===== src/rtl/input_shift_register.sv =====
// Input shift register for one PIO state machine: gathers IN bits into a 32-bit word,
// tracks the fill count and pushes completed words into the RX FIFO, stalling on a full FIFO.
module input_shift_register (
    input  logic        clk,
    input  logic        rst,
    input  logic [31:0] data_in,
    input  logic        shift_en,
    input  logic [4:0]  shift_count,
    input  logic        shiftdir,
    input  logic        autopush,
    input  logic [4:0]  push_thresh,
    input  logic        push_req,
    input  logic        if_full,
    input  logic        block,
    input  logic [1:0]  mov,
    input  logic [31:0] mov_in,
    output logic [31:0] mov_out,
    input  logic        fifo_full,
    output logic        fifo_push,
    output logic [31:0] fifo_data,
    output logic        stall,
    output logic [5:0]  input_shift_counter
);

    typedef enum logic {
        ST_RUN   = 1'b0,
        ST_STALL = 1'b1
    } state_t;

    state_t      state_r;
    state_t      state_nxt_s;
    logic [31:0] isr_r;
    logic [31:0] isr_nxt_s;
    logic [5:0]  cnt_r;
    logic [5:0]  cnt_nxt_s;

    logic [5:0]  n_s;
    logic [5:0]  thresh_s;
    logic [31:0] shifted_s;
    logic [6:0]  sum_s;
    logic [5:0]  cnt_shift_s;

    assign mov_out             = isr_r;
    assign input_shift_counter = cnt_r;

    // Decode shift amount and threshold (0 encodes 32), and precompute the shifted word and count.
    always_comb begin
        n_s         = (shift_count == 5'd0) ? 6'd32 : {1'b0, shift_count};
        thresh_s    = (push_thresh == 5'd0) ? 6'd32 : {1'b0, push_thresh};
        shifted_s   = 32'd0;
        if (n_s == 6'd32) begin
            shifted_s = data_in;
        end else if (shiftdir) begin
            shifted_s = (isr_r >> n_s) | (data_in << (6'd32 - n_s));
        end else begin
            shifted_s = (isr_r << n_s) | (data_in & ((32'd1 << n_s) - 32'd1));
        end
        sum_s       = {1'b0, cnt_r} + {1'b0, n_s};
        cnt_shift_s = (sum_s >= 7'd32) ? 6'd32 : sum_s[5:0];
    end

    // Command decode: next ISR/counter/state plus the same-cycle push strobe and stall.
    always_comb begin
        state_nxt_s = state_r;
        isr_nxt_s   = isr_r;
        cnt_nxt_s   = cnt_r;
        fifo_push   = 1'b0;
        fifo_data   = 32'd0;
        stall       = 1'b0;
        case (state_r)
            ST_RUN: begin
                if (mov == 2'b01) begin
                    isr_nxt_s = mov_in;
                    cnt_nxt_s = 6'd0;
                end else if (mov == 2'b10) begin
                    isr_nxt_s = 32'd0;
                    cnt_nxt_s = 6'd0;
                end else if (push_req) begin
                    if (if_full && (cnt_r < thresh_s)) begin
                        isr_nxt_s = isr_r;
                    end else if (!fifo_full) begin
                        fifo_push = 1'b1;
                        fifo_data = isr_r;
                        isr_nxt_s = 32'd0;
                        cnt_nxt_s = 6'd0;
                    end else if (block) begin
                        stall       = 1'b1;
                        state_nxt_s = ST_STALL;
                    end else begin
                        isr_nxt_s = 32'd0;
                        cnt_nxt_s = 6'd0;
                    end
                end else if (shift_en) begin
                    if (autopush && (cnt_shift_s >= thresh_s)) begin
                        if (!fifo_full) begin
                            fifo_push = 1'b1;
                            fifo_data = shifted_s;
                            isr_nxt_s = 32'd0;
                            cnt_nxt_s = 6'd0;
                        end else begin
                            // The shift still commits; the shifted word waits in STALL.
                            isr_nxt_s   = shifted_s;
                            cnt_nxt_s   = cnt_shift_s;
                            stall       = 1'b1;
                            state_nxt_s = ST_STALL;
                        end
                    end else begin
                        isr_nxt_s = shifted_s;
                        cnt_nxt_s = cnt_shift_s;
                    end
                end else begin
                    isr_nxt_s = isr_r;
                end
            end
            ST_STALL: begin
                if (!fifo_full) begin
                    fifo_push   = 1'b1;
                    fifo_data   = isr_r;
                    isr_nxt_s   = 32'd0;
                    cnt_nxt_s   = 6'd0;
                    state_nxt_s = ST_RUN;
                end else begin
                    stall = 1'b1;
                end
            end
            default: begin
                state_nxt_s = ST_RUN;
            end
        endcase
    end

    // State, shift register and counter.
    always_ff @(posedge clk or posedge rst) begin
        if (rst) begin
            state_r <= ST_RUN;
            isr_r   <= 32'd0;
            cnt_r   <= 6'd0;
        end else begin
            state_r <= state_nxt_s;
            isr_r   <= isr_nxt_s;
            cnt_r   <= cnt_nxt_s;
        end
    end

endmodule

===== config.mk =====
export PLATFORM = sky130hd
export DESIGN_NAME = input_shift_register
export DESIGN_NICKNAME = d
export VERILOG_FILES = /design/src/rtl/input_shift_register.sv
export SDC_FILE = /design/constraint.sdc
export NUM_CORES = 1
export LEC_CHECK = 0
export ABC_AREA = 1
export CAP_MARGIN = 20
export CORE_UTILIZATION = 50
export DETAILED_ROUTE_END_ITERATION = 8
export GPL_TIMING_DRIVEN = 1
export MAX_ROUTING_LAYER = met4
export PLACE_DENSITY_LB_ADDON = 0.3
export SKIP_CTS_REPAIR_TIMING = 1
export SLEW_MARGIN = 20
export SYNTH_ARGS = -nofsm -noshare
export SYNTH_HDL_FRONTEND = slang
export SYNTH_SLANG_ARGS = --single-unit

===== constraint.sdc =====
create_clock -name clk -period 6.1 [get_ports clk]
set_clock_uncertainty 0.05 [all_clocks]
set_input_delay 1.22 -clock clk [delete_from_list [all_inputs] [get_ports clk]]
set_output_delay 1.22 -clock clk [all_outputs]
set_load 0.01 [all_outputs]

### After elaboration in Yosys (flattened, before gate mapping)

Index checks and enable logic that the tools add are counted.

| storage, ports and cells | value |
|---|---|
| output and inout port bits | 72 |
| register bits after elaboration | 39 |
| word-level logic and storage cells | 83 |

| cells by class | value |
|---|---|
| order comparisons | 3 |
| bitwise operators | 4 |
| eq/ne operators | 7 |
| multiplexer cells | 54 |
| shift operators | 4 |
| reduce and logical (&&, ||, !) cells | 5 |
| add/sub/neg operators | 3 |

Operators by type and width:

| operator | number |
|---|---|
| $mux 32 | 20 |
| $pmux 32 s2 | 2 |
| $mux 6 | 13 |
| $or 32x32->32 | 2 |
| $shl 32x6->32 | 2 |
| $and 32x32->32 | 1 |
| $shl 1x6->32 const A | 1 |
| $shr 32x6->32 | 1 |
| $sub 32x1->32 const B | 1 |
| $mux 1 | 16 |
| $pmux 6 s2 | 1 |
| $logic_not 5->1 | 2 |
| $ne 5x5->1 const B | 2 |
| $add 6x6->7 | 1 |
| $ge 7x6->1 const B | 1 |
| $eq 6x6->1 const B | 1 |
| $ge 6x6->1 | 1 |
| $lt 6x6->1 | 1 |
| $ne 6x6->1 const B | 1 |
| $sub 6x6->6 const A | 1 |
| $pmux 1 s2 | 2 |
| $reduce_and 4->1 | 1 |
| $eq 2x1->1 const B | 1 |
| $eq 2x2->1 const B | 1 |
| other kinds (3) | 4 |

### Logic depth before layout (Yosys ltp)

Gate-level depths: netlist (run 1).

| logic depth | value |
|---|---|
| word-level depth | 15 |
| depth in mapped cells | 28 |

### Worst setup path before layout (run 1)

No wires, ideal clock.

| timing path | value |
|---|---|
| path type | input-to-output |
| from | in shift_count[1] |
| to | out fifo_data[21] |
| setup slack | 0.089 ns |
| path buffers | 3 |
| data arrival time | 4.741 ns |
| stages on the path | 25 |
| required time | 4.830 ns |
| cells stage by stage | buf_4 -> nor2_4 -> nand2_2 -> nor2_2 -> clkbuf_1 -> clkbuf_1 -> ha_1 -> o21bai_1 -> nand3_1 -> inv_1 -> nand2_1 -> inv_1 -> ha_1 -> inv_1 -> nor2_1 -> o211ai_1 -> o2111ai_1 -> nand3_1 -> o21ai_2 -> inv_1 -> nor2_1 -> nand2_1 -> inv_1 -> nand2_1 -> nand2_1 |

| on the way | value |
|---|---|
| word-level cells in the longest chain between the ends | 15 |

RTL lines:

| element | RTL line | source |
|---|---|---|
| start, declared | 8 | `input logic [4:0] shift_count,` |
| $logic_not 5->1 | 48 | `n_s = (shift_count == 5'd0) ? 6'd32 : {1'b0, shift_count};` |
| $mux 6 * | 48 |  |
| parallel branches: the longest is 7 deep, another holds $add 6x6->7 | n/a |  |
| $mux 32 * | 94 | `if (autopush && (cnt_shift_s >= thresh_s)) begin` |
| $mux 32 * | 93 | `end else if (shift_en) begin` |
| $mux 32 * | 78 | `end else if (push_req) begin` |
| $mux 32 * | 75 | `end else if (mov == 2'b10) begin` |
| $mux 32 * | 72 | `if (mov == 2'b01) begin` |
| $pmux 32 s2 * | 70 | `case (state_r)` |
| end, declared | 20 | `output logic [31:0] fifo_data,` |

Mark *: on every way between the ends.

### Worst setup path after layout (run 1)

| timing path | value |
|---|---|
| from | in shift_count[0] |
| to | out fifo_data[18] |

The elaborated chain is that of the path after synthesis.

==> impl_metrics.toml, run 1 <==
[power]
p_int_mw = 1.39
ir_worst_vdd_uv = 245
p_comb_share_pct = 70.7
p_leak_nw = 6.46
seqPwrFrac_pct = 18.9
power_switching_mw = 1.72
switching_share_pct = 55.3
clkPwrFrac_pct = 10.3
power_density_nw_per_um2 = 262

[worst_setup_path]
arrival_ps = 4670
worstRegToRegCells = 24
slowest_stage = "ha_1"
reg2reg_to = "mov_out[23]$_DFFE_PP0P_"
path_max_fanout = 4
max_stage_delay_ps = 300
worstSetupStartpoint = "shift_count[0]"
cpLargestDelayFamily = "buffers and inverters"
worstSetupPathType = "input port to output port"
crit_cells = 27
cp-endpoint = "fifo_data[18]"
start_kind = "input port"
r2r-start = "input_shift_counter[0]$_DFFE_PP0P_"
endpoint_kind = "output port"
rrSetupSlack_ps = 1960
critical_path_required_ps = 4830
cp_num_buf_inv = 8

[sta]
max-slew-margin-rel_pct = 45.3
period_share_pct = 97.4
period_needed_ps = 5940
slew_violations = 0
setup-violations-final = 0
finalHoldViolCount = 0
tightest_slew_ps = 820
max_freq_mhz = 168
finalSetupTns_ps = 0

[synth]
yosysSeqAreaShare_pct = 10.0
synthCells = 1946
synth.distinct_cells = 48
syn_area_per_cell_um2 = 5.00
muxShareOfSynthArea_pct = 1.24
synth_top_area_share_pct = 28.4
synth_area_um2 = 9720
synth_top_family_by_area = "simple AND/OR/NAND/NOR gates"
synth_top_area_cell = "nand2_1"
synthesis.nets = 2052
yosys_warnings = 0
yosys.area_share.simple_pct = 52.4
synthAdderAreaFrac_pct = 2.70
ys_ff_latch = 39
synth_compound_area_share_pct = 21.0
synth_area_leaders = "nand2_1, nand3_1, dfrtp_1"
synthXorXnorAreaFrac_pct = 0.450

[global_routing]
use_met2_pct = 73.9
grt_pass1_vias = 12900
grt_pass1_wl_mm = 74.5
top_usage_layer = "met2"
grt.total_usage_pct = 50.6
antenna_found_initial = 1
use_met3_pct = 13.7
grt_start_max_net_pins = 128
use_met1_pct = 61.5
overflow = 0

[finish]
fin_nets = 2165
area_delta_synth_final_pct = 22.2
drive_gt1_share_pct = 6.60
fin_area_um2 = 11900

[cts]
cts_max_level = 2
clk_latency_ps = 310
cts_sinks = 39
clock-root-buffer = "clkbuf_16"
clkSlewWorstSetupHoldPaths_ps = 70
cts_buffers = 5
clock_path_buffers = 2
cts_tree = "built"

[placed_design]
hpwl_mm = 38.6
gp_congestion = 1.20
port_buffers = 156
placed_area_um2 = 11600

[floorplan]
core_region_area_um2 = 18900
die_w_um = 141
rows = 50
die_h_um = 141
start_util_pct = 51.5
die_area_um2 = 20000
pin_count = 157

[job]
max_cap_violations = 0

[drt]
detail-route-antenna-nets = 0
vias_per_cell = 6.26
wl_per_cell_um = 21.4
via_count = 14500
drt_pass1_iterations = 7
drc = 0
drt-total-wl_mm = 49.7
drt-initial-drc-count = 2121

[hold_path]
hold_path.class = "register to register"

[outcome]
status = "finished, final reports clean"
==> power by group through the flow <==
stage / clock network [mW] / registers (mW) / logic [mW]
6_report: 0.322 / 0.589 / 2.20
4_1_cts: 0.318 / 0.571 / 2.11
3_3_place_gp: 0 / 0.572 / 2.07
2_1_floorplan: 0 / 0.525 / 1.16
3_5_place_dp: 0 / 0.572 / 2.10
5_1_grt: 0.328 / 0.591 / 2.37
==> routing by layer <==
metal  vias up  share of wire (%)  wire length [um]
li1       6637                  -                 -
met1      6474                 37             18500
met2      1152                 41             20400
met3       268                 14              6810
met4         0                7.8              3900
met5         -                  0                 0
==> worst min path at each step <==
stage                                             from                            endpoint  cells past startpoint
finish              input_shift_counter[4]$_DFFE_PP0P_  input_shift_counter[4]$_DFFE_PP0P_                      2
detailed placement  input_shift_counter[4]$_DFFE_PP0P_  input_shift_counter[4]$_DFFE_PP0P_                      2
floorplan           input_shift_counter[4]$_DFFE_PP0P_  input_shift_counter[4]$_DFFE_PP0P_                      2
global placement    input_shift_counter[4]$_DFFE_PP0P_  input_shift_counter[4]$_DFFE_PP0P_                      2
global route        input_shift_counter[4]$_DFFE_PP0P_  input_shift_counter[4]$_DFFE_PP0P_                      2
CTS                 input_shift_counter[4]$_DFFE_PP0P_  input_shift_counter[4]$_DFFE_PP0P_                      2
==> cell families (layout without fill, tap and decap cells) <==
logic type,count (synthesis),after routing
compound gates,363,363
xor+xnor,5,5
fa+ha+maj,21,21
buf+inv,292,406
flops,39,39
mux,12,12
other cells,1,2
simple gates,1213,1213
==> cell usage after synthesis (all sizes together) <==
cell / n
nor3b: 2
o21bai: 4
buf: 59
nand3b: 8
xnor2: 1
inv: 168
o21ai: 206
a2bb2oi: 1
nor2: 149
o31ai: 16
a21boi: 1
mux2i: 12
dfrtp: 39
and2: 4
nand2: 741
a22oi: 1
a31oi: 7
nand4: 22
o21a: 2
conb: 1
o2111ai: 3
ha: 21
o22ai: 12
or2: 15
clkinv: 3
o211ai: 43
clkbuf: 62
nor3: 8
a21oi: 64
or3: 1
o221ai: 2
o32ai: 1
xor2: 4
nand3: 263
==> flip-flops by register name (all words and copies together) (netlist names) <==
register,cells
state_r,1
input_shift_counter,6
mov_out,32
==> area by class of cell <==
cell class	count	area, um2
diodes	1	2.50
clock buffers	5	125
clock inverters	3	43.8
fillers	1954	7010
inverters	171	642
multi-input cells	1615	7620
flip-flops and latches	39	976
well taps	260	325
repair buffers	227	2160
==> per-stage QoR <==
step           hold slack (ps)  power [mW]  worst slack (ps)  util [%]  std cells
2_1_floorplan              509        1.68              88.9         -       1946
3_3_place_gp               523        2.64              -110      61.3       2309
3_5_place_dp               506        2.67              -315      61.3       2309
4_1_cts                    524        3.00              -345      62.2       2317
5_1_grt                    568        3.29             -89.6      62.9       2321
6_report                   527        3.11               159      62.9       2321
==> tightest hold or removal path, stage by stage, from the launching register on <==
cell and delay [ps]:
dfrtp_1 420, nand2_1 70, nand2_1 60
==> cells in the final DEF, fill, tap and decap left out, types with 2 or more instances in the layout <==
cell / n
buf_2: 4
nor2_2: 9
nand3b_1: 8
a21oi_1: 63
o31ai_1: 16
clkbuf_2: 3
nand3_1: 262
buf_6: 3
inv_2: 8
nor2_1: 135
and2_1: 3
o21ai_0: 179
o21ai_2: 2
dfrtp_1: 39
xor2_1: 4
ha_1: 21
nor3b_2: 2
o21ai_1: 25
mux2i_1: 12
nor3_2: 2
o21a_1: 2
nor2_4: 5
or2_0: 2
o211ai_1: 42
nand4_1: 22
buf_4: 68
o22ai_1: 12
dlymetal6s2s_1: 30
clkbuf_16: 5
a31oi_1: 7
or2_2: 12
o2111ai_1: 3
nor3_1: 6
o221ai_1: 2
nand2_1: 735
nand2_2: 6
clkdlybuf4s50_1: 118
clkinv_1: 3
inv_1: 160
o21bai_1: 4
Note: power is estimated with default switching activity, not from simulation.
==> run 2, diff against run 1 <==
--- a/config.mk
+++ b/config.mk
@@ -7,7 +7,7 @@
 export LEC_CHECK = 0
 export ABC_AREA = 1
 export CAP_MARGIN = 20
-export CORE_UTILIZATION = 50
+export CORE_UTILIZATION = 40
 export DETAILED_ROUTE_END_ITERATION = 8
 export GPL_TIMING_DRIVEN = 1
 export MAX_ROUTING_LAYER = met4
==> run 2 against run 1 <==
  * Clock power shrank 11%
  * Setup slack lost 31 ps
  * Global-route usage shrank 3.9 points
  * First-iteration DRC count shrank 6.5%
  * Sequential power grew 3%
  * Core utilization shrank 12 points
  * Highest routed layer unchanged
  * Largest cell class unchanged
  * Routed wire length grew 14%
  * Combinational power grew 3%
  * Via count shrank 0.54%
==> impl_metrics.toml, run 2 (synthesis results as in run 1) <==
[finish]
layout_commonest_cell = "nand2_1"
drive_gt1_share_pct = 7.42
n_fill_cell = 2698
area_delta_synth_final_pct = 24.0
fin_nets = 2181
largest_reg_flops = 32
final_cell_mix = "nand2_1, nand3_1, o21ai_0"
utilization_pct = 50.9
num_antenna_cells = 0
fin_area_um2 = 12100

[drt]
detail-route-antenna-nets = 0
drt-initial-drc-count = 1983
drc = 0
drt-total-wl_mm = 56.8
via_count = 14500
wl_per_cell_um = 23.7
drt_pass1_iterations = 6
vias_per_cell = 6.03

[global_routing]
grt_pass1_wl_mm = 81.7
grt_pass1_vias = 13000
grt.total_usage_pct = 46.7
overflow = 0
antenna_found_initial = 0
grt_start_max_net_pins = 128

[outcome]
status = "finished, final reports clean"

[floorplan]
rows = 56
start_util_pct = 41.1
core_region_area_um2 = 23700
pin_count = 157
die_w_um = 158
die_area_um2 = 24900
die_h_um = 158

[worst_setup_path]
worstSetupPathType = "input port to output port"
start_kind = "input port"
worstRegToRegCells = 27
cp_num_buf_inv = 11
max_stage_delay_ps = 280
arrival_ps = 4700
reg2reg_to = "input_shift_counter[2]$_DFFE_PP0P_"
critical_path_required_ps = 4830
endpoint_kind = "output port"
path_max_fanout = 4
path_common_cell = "nand2_1"
r2r-start = "input_shift_counter[1]$_DFFE_PP0P_"
rrSetupSlack_ps = 1950
slowest_stage = "ha_1"
cpLargestDelayFamily = "buffers and inverters"

[cts]
clock-root-buffer = "clkbuf_16"
cts_sinks = 39
clkSlewWorstSetupHoldPaths_ps = 70
cts_max_level = 2
cts_buffers = 5
clock_path_buffers = 2
cts_tree = "built"
clk_latency_ps = 310

[power]
power_density_nw_per_um2 = 262
p_leak_nw = 6.47
ir_worst_vdd_uv = 245
power.total_mw = 3.16

[placed_design]
placed_area_um2 = 11800
hpwl_mm = 45.2
gp_congestion = 1.06
pre_cts_slack_ps = -235
port_buffers = 156

[sta]
rsz0062_at_grt = "yes"
finalHoldViolCount = 0
finalSetupTns_ps = 0
slew_violations = 0
tightest_slew_ps = 997
max_freq_mhz = 167
setup-violations-final = 0
period_needed_ps = 5970
fin_ws_ps = 128
max-slew-margin-rel_pct = 33.5
period_share_pct = 97.9

[hold_path]
min_delay_path_depth = 2
min_from = "input_shift_counter[0]$_DFFE_PP0P_"
hold_path.class = "register to register"
hold_end = "input_shift_counter[0]$_DFFE_PP0P_"

[job]
max_cap_violations = 0
## run 2: report_power, final
| group | internal [mW] | switching (mW) | leakage [nW] | total [mW] |
|---|---|---|---|---|
| Sequential | 0.356 | 0.251 | 0.517 | 0.607 |
| Clock | 0.152 | 0.134 | 0.0669 | 0.286 |
| Combinational | 0.845 | 1.42 | 5.88 | 2.27 |
| Total | 1.35 | 1.80 | 6.47 | 3.16 |
## run 2: area by class of cell
type / count / area [um2] / area share, %
Sequential cell: 39 / 976 / 8.09
Clock inverter: 2 / 12.5 / 0.104
Clock buffer: 6 / 129 / 1.07
Tap cell: 319 / 399 / 3.31
Multi-Input combinational cell: 1615 / 7620 / 63.2
Inverter: 171 / 642 / 5.32
Timing Repair Buffer: 243 / 2280 / 18.9
## run 2: metal layers
layer / vias up / routed length [um] / GRT usage, %
met1: 6647 / 22300 / 57.2
li1: 6658 / - / -
met5: - / 0 / -
met2: 975 / 24600 / 71.4
met4: 0 / 3780 / 26.9
met3: 173 / 6110 / 8.71
## run 2: how the worst max path moves through the flow
stage	depth (start not counted)	start	to
after floorplan	25	shift_count[1]	fifo_data[21]
after global routing	28	shift_count[1]	fifo_data[18]
after global placement	29	shift_count[1]	fifo_data[18]
final	29	shift_count[1]	fifo_data[31]
after detailed placement	26	shift_count[0]	fifo_data[18]
after CTS	26	shift_count[0]	fifo_data[18]
## run 2: stage by stage
stage / hold WS (ps) / std cells
5_1_grt: 641 / 2395
3_5_place_dp: 573 / 2384
2_1_floorplan: 509 / 1946
3_3_place_gp: 556 / 2384
4_1_cts: 586 / 2392
6_report: 580 / 2395
## run 2: worst register-to-register path: cells and delay by family, from the launching register on
kind	cells	cell delay, ps
buffers and inverters	9	1350
AOI/OAI and AO/OA	6	990
and+or+nand+nor	10	820
adders and majority gates	2	440
DFF	1	430
==> run 3, diff against run 2 <==
--- a/config.mk
+++ b/config.mk
@@ -7,6 +7,7 @@
 export LEC_CHECK = 0
 export ABC_AREA = 1
 export CAP_MARGIN = 20
+export CORE_MARGIN = 3
 export CORE_UTILIZATION = 40
 export DETAILED_ROUTE_END_ITERATION = 8
 export GPL_TIMING_DRIVEN = 1
==> run 3 against run 2 <==
  * Clock power fell by 2%
  * Core utilization rose by 0.18 points
  * Design area rose by 0.36%
  * Total power rose by 0.12%
  * First-iteration DRC count rose by 12%
  * Die area rose by 5.1%
  * Via count rose by 1.4%
  * Critical endpoint is now fifo_data[13]
  * Largest cell class unchanged
==> impl_metrics.toml, run 3 (synthesis results as in run 1) <==
[worst_setup_path]
worstSetupPathType = "input port to output port"
reg2reg_to = "input_shift_counter[2]$_DFFE_PP0P_"
worstRegToRegCells = 27
r2r-start = "input_shift_counter[1]$_DFFE_PP0P_"
critical_path_required_ps = 4830
arrival_ps = 4660
start_kind = "input port"
path_max_fanout = 64
rrSetupSlack_ps = 2180
endpoint_kind = "output port"

[floorplan]
pin_count = 157
die_w_um = 162
die_area_um2 = 26200
core_region_area_um2 = 23700
rows = 56
die_h_um = 162
start_util_pct = 41.1

[global_routing]
use_met1_pct = 55.1
top_usage_layer = "met2"
grt_pass1_wl_mm = 83.2
grt_pass1_vias = 13400
grt.total_usage_pct = 43.0
grt_start_max_net_pins = 128
use_met3_pct = 8.39
use_met2_pct = 64.5
antenna_found_initial = 2
overflow = 0

[finish]
layout_commonest_cell = "nand2_1"
final_cell_mix = "nand2_1, nand3_1, o21ai_0"
area_delta_synth_final_pct = 24.5
drive_gt1_share_pct = 7.48
n_fill_cell = 2617
fin_nets = 2177
utilization_pct = 51.1
largest_reg_flops = 32

[placed_design]
gp_congestion = 1.07
pre_cts_slack_ps = -184
hpwl_mm = 45.3
port_buffers = 156

[drt]
via_count = 14700
wl_per_cell_um = 24.0
drt-total-wl_mm = 57.5
drt-initial-drc-count = 2230
drt_pass1_iterations = 7
vias_per_cell = 6.13
drc = 0
detail-route-antenna-nets = 0

[sta]
period_share_pct = 97.1
max-slew-margin-rel_pct = 33.5
tightest_slew_ps = 997
max_freq_mhz = 169
fin_ws_ps = 175
setup-violations-final = 0
finalSetupTns_ps = 0
period_needed_ps = 5930
finalHoldViolCount = 0
slew_violations = 0

[hold_path]
hold_end = "input_shift_counter[0]$_DFFE_PP0P_"
hold_path.class = "register to register"
min_delay_path_depth = 2
min_from = "input_shift_counter[0]$_DFFE_PP0P_"

[cts]
cts_tree = "built"
clock-root-buffer = "clkbuf_16"
clk_latency_ps = 310
cts_sinks = 39
cts_buffers = 5
clock_path_buffers = 2
cts_max_level = 2
clkSlewWorstSetupHoldPaths_ps = 60

[job]
max_cap_violations = 0

[power]
p_leak_nw = 6.46
power_density_nw_per_um2 = 261
ir_worst_vdd_uv = 237
power.total_mw = 3.16

[outcome]
status = "finished, final reports clean"
-- run 3: worst max path at each step --
| stage | from | end | slack (ps) |
|---|---|---|---|
| after CTS | shift_count[0] | fifo_data[18] | -190 |
| after global placement | shift_count[1] | fifo_data[18] | -3 |
| after floorplan | shift_count[1] | fifo_data[21] | 90 |
| after detailed placement | shift_count[0] | fifo_data[18] | -180 |
| final | shift_count[0] | fifo_data[13] | 170 |
| after global routing | shift_count[1] | fifo_data[25] | -20 |
-- run 3: layout make-up --
type                            count  area (um2)  area share (%)
Clock inverter                      2        12.5           0.103
Multi-Input combinational cell   1615        7650            63.2
Inverter                          171         644            5.32
Tap cell                          319         399            3.30
Antenna cell                        2        5.00          0.0414
Sequential cell                    39         976            8.06
Timing Repair Buffer              239        2290            18.9
Clock buffer                        6         129            1.06
-- run 3: routing by layer --
metal / up-vias / share of wire (%) / routed length [um]
met1: 6695 / 39 / 22400
met4: 0 / 6.7 / 3840
met3: 220 / 12 / 6760
li1: 6653 / - / -
met5: - / 0 / 0
met2: 1090 / 43 / 24500
-- run 3: report_power, final --
part | switching (mW) | total, mW | internal, mW
clock | 0.128 | 0.280 | 0.152
sequential | 0.250 | 0.606 | 0.356
combinational | 1.43 | 2.28 | 0.848
total | 1.81 | 3.16 | 1.36
-- run 3: worst max-delay path, stage by stage --
cell and delay [ps]:
buf_4 100, buf_4 200, buf_16 280, inv_1 160
nand2_1 190, nand2_2 200, buf_12 210, or2_2 290
o21ai_0 160, nand2_1 120, nand3_1 110, nand3_1 90
nand3_1 200, nand3_1 190, nand3_1 140, nand3_1 70
o21ai_0 100, clkdlybuf4s50_1 580
-- run 3: metrics by stage --
stage | hold slack [ps] | std cells | area [um2]
finish | 551 | 2393 | 12100
global route | 600 | 2393 | 12100
CTS | 559 | 2384 | 11900
detailed placement | 544 | 2376 | 11800
global placement | 532 | 2376 | 11800
floorplan | 509 | 1946 | 9720
